## config.mk

```make
export PLATFORM = sky130hd
export DESIGN_NAME = w5300_bus_arbiter
export DESIGN_NICKNAME = d
export VERILOG_FILES = /design/src/rtl/w5300_bus_arbiter.sv
export SDC_FILE = /design/constraint.sdc
export NUM_CORES = 1
export LEC_CHECK = 0
export ABC_AREA = 1
export CAP_MARGIN = 20
export CORE_UTILIZATION = 44
export DETAILED_ROUTE_END_ITERATION = 8
export PLACE_DENSITY = 0.81
export SLEW_MARGIN = 10
export SYNTH_ARGS = -nofsm -noshare
export SYNTH_HDL_FRONTEND = slang
export SYNTH_SLANG_ARGS = --single-unit
```

## constraint.sdc

```tcl
create_clock -name clk -period 2.41 [get_ports clk]
set_input_delay 0.241 -clock clk [delete_from_list [all_inputs] [get_ports clk]]
set_output_delay 0.241 -clock clk [all_outputs]
set_load 0.02 [all_outputs]
```

## src/rtl/w5300_bus_arbiter.sv

```systemverilog
// Shares one W5300 host interface between NUM_REQ requesters. Requester 0 (IRQ
// handler) always wins arbitration; the others are served round-robin with burst limits.
//
// state | meaning
// IDLE  | no owner, arbitrating among asserted req lines
// OWNED | gnt held by owner, waiting for its start strobe
// BUSY  | access in flight at the interface, waiting for if_done or timeout
module w5300_bus_arbiter #(
    parameter int NUM_REQ   = 4,
    parameter int MAX_BURST = 64,
    parameter int TIMEOUT   = 6000
) (
    input  logic                    clk,
    input  logic                    rst_n,
    input  logic [NUM_REQ-1:0]      req,
    input  logic [NUM_REQ-1:0]      start,
    input  logic [NUM_REQ*11-1:0]   req_addr,
    input  logic [NUM_REQ*16-1:0]   req_wr_data,
    output logic [NUM_REQ-1:0]      gnt,
    output logic [NUM_REQ-1:0]      done,
    output logic [15:0]             rd_data,
    output logic [10:0]             if_addr,
    output logic [15:0]             if_wr_data,
    output logic                    if_start,
    input  logic                    if_done,
    input  logic [15:0]             if_rd_data,
    output logic                    timeout_err
);

    localparam int IW = (NUM_REQ > 1) ? $clog2(NUM_REQ) : 1;
    localparam int BW = $clog2(MAX_BURST + 1);
    localparam int TW = $clog2(TIMEOUT + 1);

    typedef enum logic [1:0] {S_IDLE, S_OWNED, S_BUSY} state_t;

    state_t               state, state_nxt;
    logic [IW-1:0]        owner, owner_nxt, last, last_nxt, win, idx;
    logic                 found;
    logic [NUM_REQ-1:0]   owner_oh, win_oh, gnt_nxt, done_nxt;
    logic [BW-1:0]        burst_cnt, burst_nxt, burst_inc;
    logic [TW-1:0]        tmr, tmr_nxt;
    logic [15:0]          rd_data_nxt, if_wr_data_nxt;
    logic [10:0]          if_addr_nxt;
    logic                 if_start_nxt, timeout_err_nxt, others_req, release_bus;

    // Requester 0 has absolute priority; otherwise search starts after the last owner.
    always_comb begin
        win   = '0;
        found = 1'b0;
        idx   = '0;
        if (req[0]) begin
            found = 1'b1;
        end else begin
            for (int k = 1; k <= NUM_REQ; k++) begin
                idx = IW'((int'(last) + k) % NUM_REQ);
                if (!found && req[idx]) begin
                    win   = idx;
                    found = 1'b1;
                end
            end
        end
        win_oh        = '0;
        win_oh[win]   = 1'b1;
        owner_oh      = '0;
        owner_oh[owner] = 1'b1;
        others_req    = |(req & ~owner_oh);
    end

    always_comb begin
        state_nxt       = state;
        owner_nxt       = owner;
        last_nxt        = last;
        gnt_nxt         = gnt;
        burst_nxt       = burst_cnt;
        tmr_nxt         = tmr;
        done_nxt        = '0;
        if_start_nxt    = 1'b0;
        rd_data_nxt     = rd_data;
        if_addr_nxt     = if_addr;
        if_wr_data_nxt  = if_wr_data;
        timeout_err_nxt = timeout_err;
        burst_inc       = burst_cnt + 1'b1;
        release_bus     = 1'b0;
        case (state)
            S_IDLE: begin
                if (found) begin
                    gnt_nxt   = win_oh;
                    owner_nxt = win;
                    last_nxt  = win;
                    burst_nxt = '0;
                    state_nxt = S_OWNED;
                end
            end
            S_OWNED: begin
                if (!req[owner]) begin
                    gnt_nxt   = '0;
                    state_nxt = S_IDLE;
                end else if (start[owner]) begin
                    if_addr_nxt    = req_addr[int'(owner)*11 +: 11];
                    if_wr_data_nxt = req_wr_data[int'(owner)*16 +: 16];
                    if_start_nxt   = 1'b1;
                    tmr_nxt        = TW'(TIMEOUT);
                    state_nxt      = S_BUSY;
                end
            end
            S_BUSY: begin
                if (if_done) begin
                    rd_data_nxt = if_rd_data;
                    done_nxt    = owner_oh;
                    // A pending IRQ requester takes the bus at the first completion.
                    release_bus = !req[owner]
                                || (burst_inc == BW'(MAX_BURST) && others_req)
                                || (req[0] && owner != '0);
                    if (release_bus) begin
                        gnt_nxt   = '0;
                        burst_nxt = '0;
                        state_nxt = S_IDLE;
                    end else begin
                        burst_nxt = (burst_inc == BW'(MAX_BURST)) ? '0 : burst_inc;
                        state_nxt = S_OWNED;
                    end
                end else if (tmr == '0) begin
                    timeout_err_nxt = 1'b1;
                    rd_data_nxt     = 16'hFFFF;
                    done_nxt        = owner_oh;
                    state_nxt       = S_OWNED;
                end else begin
                    tmr_nxt = tmr - 1'b1;
                end
            end
            default: state_nxt = S_IDLE;
        endcase
    end

    always_ff @(posedge clk or negedge rst_n) begin
        if (!rst_n) begin
            state       <= S_IDLE;
            owner       <= '0;
            last        <= '0;
            gnt         <= '0;
            burst_cnt   <= '0;
            tmr         <= '0;
            done        <= '0;
            if_start    <= 1'b0;
            rd_data     <= '0;
            if_addr     <= {1'b1, 10'h3FE};
            if_wr_data  <= '0;
            timeout_err <= 1'b0;
        end else begin
            state       <= state_nxt;
            owner       <= owner_nxt;
            last        <= last_nxt;
            gnt         <= gnt_nxt;
            burst_cnt   <= burst_nxt;
            tmr         <= tmr_nxt;
            done        <= done_nxt;
            if_start    <= if_start_nxt;
            rd_data     <= rd_data_nxt;
            if_addr     <= if_addr_nxt;
            if_wr_data  <= if_wr_data_nxt;
            timeout_err <= timeout_err_nxt;
        end
    end

endmodule

```

## Word-level counts from Yosys, hierarchy flattened

Index checks and enable logic that the tools add are counted.

- Register bits after elaboration: 77
- Bits of input ports: 135
- Output and inout port bits: 53

- Add/sub/neg operators: 6
- Multipliers: 1
- Magnitude comparators: 8
- Equal/unequal tests: 13
- Shift operators: 2
- Mux-type cells: 59
- Bitwise gates (word level): 3
- Reduce and logical (&&, ||, !) cells: 29

Operator list:

| operator | number |
|---|---|
| $shiftx 64x7->16 | 1 |
| $mux 13 | 4 |
| $shiftx 44x7->11 | 1 |
| $mux 16 | 2 |
| $mux 4 | 7 |
| $mux 7 | 4 |
| $pmux 13 s2 | 1 |
| $mux 1 | 20 |
| $mux 2 | 10 |
| $lt 2x3->1 const B | 6 |
| $ne 2x2->1 const B | 8 |
| $pmux 7 s2 | 1 |
| $logic_not 13->1 | 1 |
| $sub 13x1->13 const B | 1 |
| $bmux 1 s2 | 6 |
| $pmux 4 s3 | 1 |
| $reduce_and 3->1 | 4 |
| $reduce_and 5->1 | 2 |
| $reduce_bool 2->1 | 4 |
| $add 7x1->7 const B | 1 |
| $eq 7x7->1 const B | 1 |
| $logic_and 1x1->1 | 7 |
| $mul 2x4->6 const B | 1 |
| $ne 3x3->1 const B | 2 |
| other kinds (16) | 25 |

## Depth between registers and ports, before layout

- Word-level depth: 23
- Mapped depth: 16

## Least setup slack after synthesis

No wires, ideal clock.

- Path type: flip-flop to flip-flop
- From: reg last[1]
- To: reg burst_cnt[6]
- Library setup time: 118 ps
- Arrival time: 2114 ps
- Data required time: 2292 ps
- Slack: 179 ps
- Stages on the path, launching flop included: 13
- Buffers on the path: 2
- Period minus slack after synthesis: 2231 ps
- Path through: dfrtp_1 -> inv_2 -> clkbuf_1 -> buf_2 -> ha_1 -> nand3_1 -> nand2_1 -> nor2_2 -> nand4_2 -> nand2_2 -> nor2_4 -> nand3b_1 -> nand2_1

- Longest elaborated chain between the ends: 19
- Elaborated cells on any way between the ends: 47

RTL lines:

| item | line | RTL |
|---|---|---|
| from (decl) | 37 | `logic [IW-1:0] owner, owner_nxt, last, last_nxt, win, idx;` |
| from (signal assigned) | 152 | `last <= last_nxt;` |
| $add 2x1->2 | 55 | `idx = IW'((int'(last) + k) % NUM_REQ);` |
| $bmux 1 s2 | 56 | `if (!found && req[idx]) begin` |
| $mux 1 (implied by the code) | 56 |  |
| $mux 1 | 56 |  |
| $mux 1 | 51 | `if (req[0]) begin` |
| $logic_not 1->1 | 56 |  |
| $logic_and 1x1->1 | 56 |  |
| $mux 1 | 56 |  |
| [... 3 more ...] | -- |  |
| $mux 1 | 56 |  |
| $mux 1 | 51 |  |
| $logic_not 1->1 | 56 |  |
| $logic_and 1x1->1 | 56 |  |
| $mux 1 | 56 |  |
| $mux 1 | 51 |  |
| $ne 2x2->1 (no line) | -- |  |
| $reduce_and 3->1 (no line) | -- |  |
| to (signal assigned) | 154 | `burst_cnt <= burst_nxt;` |
| to (decl) | 40 | `logic [BW-1:0] burst_cnt, burst_nxt, burst_inc;` |

Parallel ways exist; a longest one is shown, timed or not. The select of a mux whose other input is x is not followed.
A chain may end at the register's enable or synchronous reset.

==> metrics.md <==
| Metric | Value |
|---|---|
| Iteration count of the initial detailed-routing pass | 4 |
| Vias in the first global route | 4906 |
| WHS | -0.00887 ns |
| Final GP Congestion | 0.938 |
| Via count | slightly below 5000 |
| Critical Path AT | 2.46 ns |
| Via density | approximately 5.1 |
| Worst r2r src | last[0] |
| Antenna cells | 0 |
| Crit-path cells | buf_4, nand2_1, nand3_1, nand2_4, nor2_4, nand2_2, o21ai_2, nand2_2, inv_2, nand3_1, nand2_1, nand3_1 |
| Yosys Warn Count | 0 |
| Hpwl dp | ~10000 um |
| Min-delay worst type | input port to asynchronous set/reset pin |
| Worst Path Buf+Inv | 2 |
| Outcome | finished with violations |
| Placed insts | 955 |
| Row cnt | 37 |
| First-pass GRT wire length | 21700 um |
| Worst slew margin | a little over two fifths |
| Pre-CTS WS | 0.226 ns |
| Post-cts sizing count | 0 |
| GRT Resource Usage Total | between 20% and 30% |
| Hold Fails Final Rpt | 12 |
| Setup ws final | 0.192 ns |
| Largest net degree at the start of global routing | 70 |
| Worst IR Drop VDD | around 450 uV |
| Gate count of the mapped netlist | approximately 650 |
| Crit-path max FO | 38 |
| Crit Path Category | flip-flop to flip-flop |
| Final core occ | approximately 66% |
| Fmax | about 0.45 GHz |
| Most crowded layer after global routing | met2 |
| Synthesized area per cell | roughly 7.1 um^2 |
| DIE WIDTH | between 100 and 150 um |
| Crit-path most repeated cell | nand3_1 |
| Clock Path Buffers | 2 |
| DRC | 0 |
| Core ar. | just over 0.01 mm^2 |
| Drt wl/cell | roughly 14 um |
| Yosys reg bits | between 70 and 80 |
| Leak | 3.01 nW |
| Starting density of the core | 45.2% |
| Clock transition at path regs | about 0.09 ns |
| Final ANT Viol Nets | 0 |
| Final WL | around 13000 um |
| Max incr delay on CP | ~0.38 ns |
| Total gr overflow | 0 |
| Final Slew Violations | 0 |
| # setup viols final | 0 |
| CTS buffer count | 9 |
| Worst skew pair latency | approximately 0.36 ns |
| Clock root buffer | clkbuf_8 |
| DIE AREA | around 0.011 mm^2 |
| Worst R2R Path Depth | 12 |
| Clock skew after layout | around 0.014 ns |
| Layout Nets | slightly below 1000 |
| Met1 Usage GRT | roughly 28% |
| Worst endpoint required time | around 2.7 ns |
| # IOs | 188 |
| H-tree levels | 3 |
| Syn Nets | approximately 800 |
| Crit-path slowest cell | dfrtp_2 |
| Setup Total Neg Slack | 0 ns |
| Distinct cells, synth | 36 |
| CTS Hold Bufs | 0 |
| Cell depth of the worst setup path | 12 |
| Crit end category | flip-flop |
| Fill count | ~900 |
| I/O Buffers | 187 |
| CP top delay family | simple AND/OR/NAND/NOR gates |
| Mapped Area | around 0.0046 mm^2 |
| RSZ-0062 raised after global routing | no |
| Most common cell in the netlist | nor2_1 |
| Synthesis-to-layout area growth | 45.7% |
| Post-synthesis sequential area ratio | 41.7% |
| Tcrit/Tclk final | about 92% |
| Dominant cells by area after synthesis | dfrtp_1 (36%), nor2_1 (14%), nand2_1 (8.2%), o21ai_0 (6.4%), dfstp_2 (5.7%) |
| Max Cap Violations | 0 |
| PD cells | 1140 mW/mm^2 |
| Post-synth EDFFs | 0 |
| Startpoint types | flip-flop |
| Die Y | 105 um |
| Clock sink total | between 70 and 80 |
| Worst setup path startpoint | last[0] |
| Async SR Flop Fraction | 100% |
| Slew @ Worst Pin | 0.873 ns |
| M3 GR Usage | 3.81% |
| Post-synth top area share | between 30% and 40% |
| Area leader, netlist | dfrtp_1 |
| Tmin final | about 2.2 ns |
| Fraction of layout cells with a size suffix above 1 | under 10% |
| Violated checks | negative hold slack |
| CTS tree | done |
| Met2 Usage GRT | between 40% and 50% |
| Initial antenna violation count | 0 |
| Top FF cell, synth | dfrtp_1 |
| Setup Fix Bufs, Post-CTS | 0 |
| Final std cells w/o fill | 971 |
| Iter 0 DRT Violations | between 200 and 250 |
| Synth cell count leaders | nor2_1 (176), nand2_1 (101), dfrtp_1 (67) |
-- logic make-up (layout without fill, tap and decap cells) --
| group | count (synthesis) | in the layout | share of synthesized area (%) |
|---|---|---|---|
| fa+ha+maj | 10 | 10 | 2.69 |
| xor+xnor | 3 | 3 | 0.566 |
| flops | 77 | 77 | 41.7 |
| buf+inv | 91 | 273 | 8.91 |
| compound gates | 126 | 126 | 14.9 |
| simple gates | 346 | 346 | 31.2 |
-- final cells by class --
type	instances	area, um^2	area share [%]
clock inverters	7	57.6	0.850
inverters	59	221	3.27
clock buffers	9	124	1.83
multi-input cells	485	2290	33.9
repair buffers	198	1960	29.0
well taps	136	170	2.51
flip-flops and latches	77	1940	28.7
-- power by group --
part	internal (mW)	switching (mW)
registers	1.87	0.334
logic	1.85	2.73
clock network	0.386	0.528
-- final timing paths --
kind,slack [ns],end
setup / recovery,0.19,tmr[9]
setup reg to reg,0.19,tmr[9]
hold / removal,-0.009,rd_data[8]
min in group clk,0.45,rd_data[13]
hold reg to reg,0.49,gnt[3]
max in group asynchronous,1.78,rd_data[1]
-- flip-flops by register name, indices dropped and copies added, names as in the netlist --
| name | cells |
|---|---|
| if_wr_data | 16 |
| rd_data | 16 |
| tmr | 13 |
| if_addr | 11 |
| burst_cnt | 7 |
| done | 4 |
| gnt | 4 |
| last | 2 |
| state | 2 |
| if_start | 1 |
| timeout_err | 1 |
-- through the flow --
| stage | hold slack, ns | power (mW) | cell area (um^2) |
|---|---|---|---|
| 2_1_floorplan | -0.0546 | 5.19 | 4650 |
| 3_3_place_gp | 0.413 | 6.64 | 6590 |
| 3_5_place_dp | 0.417 | 6.80 | 6590 |
| 4_1_cts | 0.0220 | 7.72 | 6770 |
| 5_1_grt | 0.0642 | 8.28 | 6770 |
| 6_report | -0.00887 | 7.70 | 6770 |
-- cell usage in the layout (no fill, tap or decap), drive strengths merged, types with 2 or more instances in the layout --
cell type      count
o21ai             71
a21oi             19
nand3             43
nand2            107
nor2             180
clkdlybuf4s50    186
nor3               3
o22ai              2
nand3b             2
dfrtp             67
o31ai              3
or2                2
inv               62
clkbuf             9
buf               12
nand4              8
clkinvlp           3
a31oi             27
xnor2              3
ha                10
dfstp             10
-- per-layer routing --
metal	vias up	routed length [um]
li1	2472	-
met4	0	359
met5	-	0
met2	166	6890
met3	26	654
met1	2303	5460
Power figures use the tool's default switching activity.
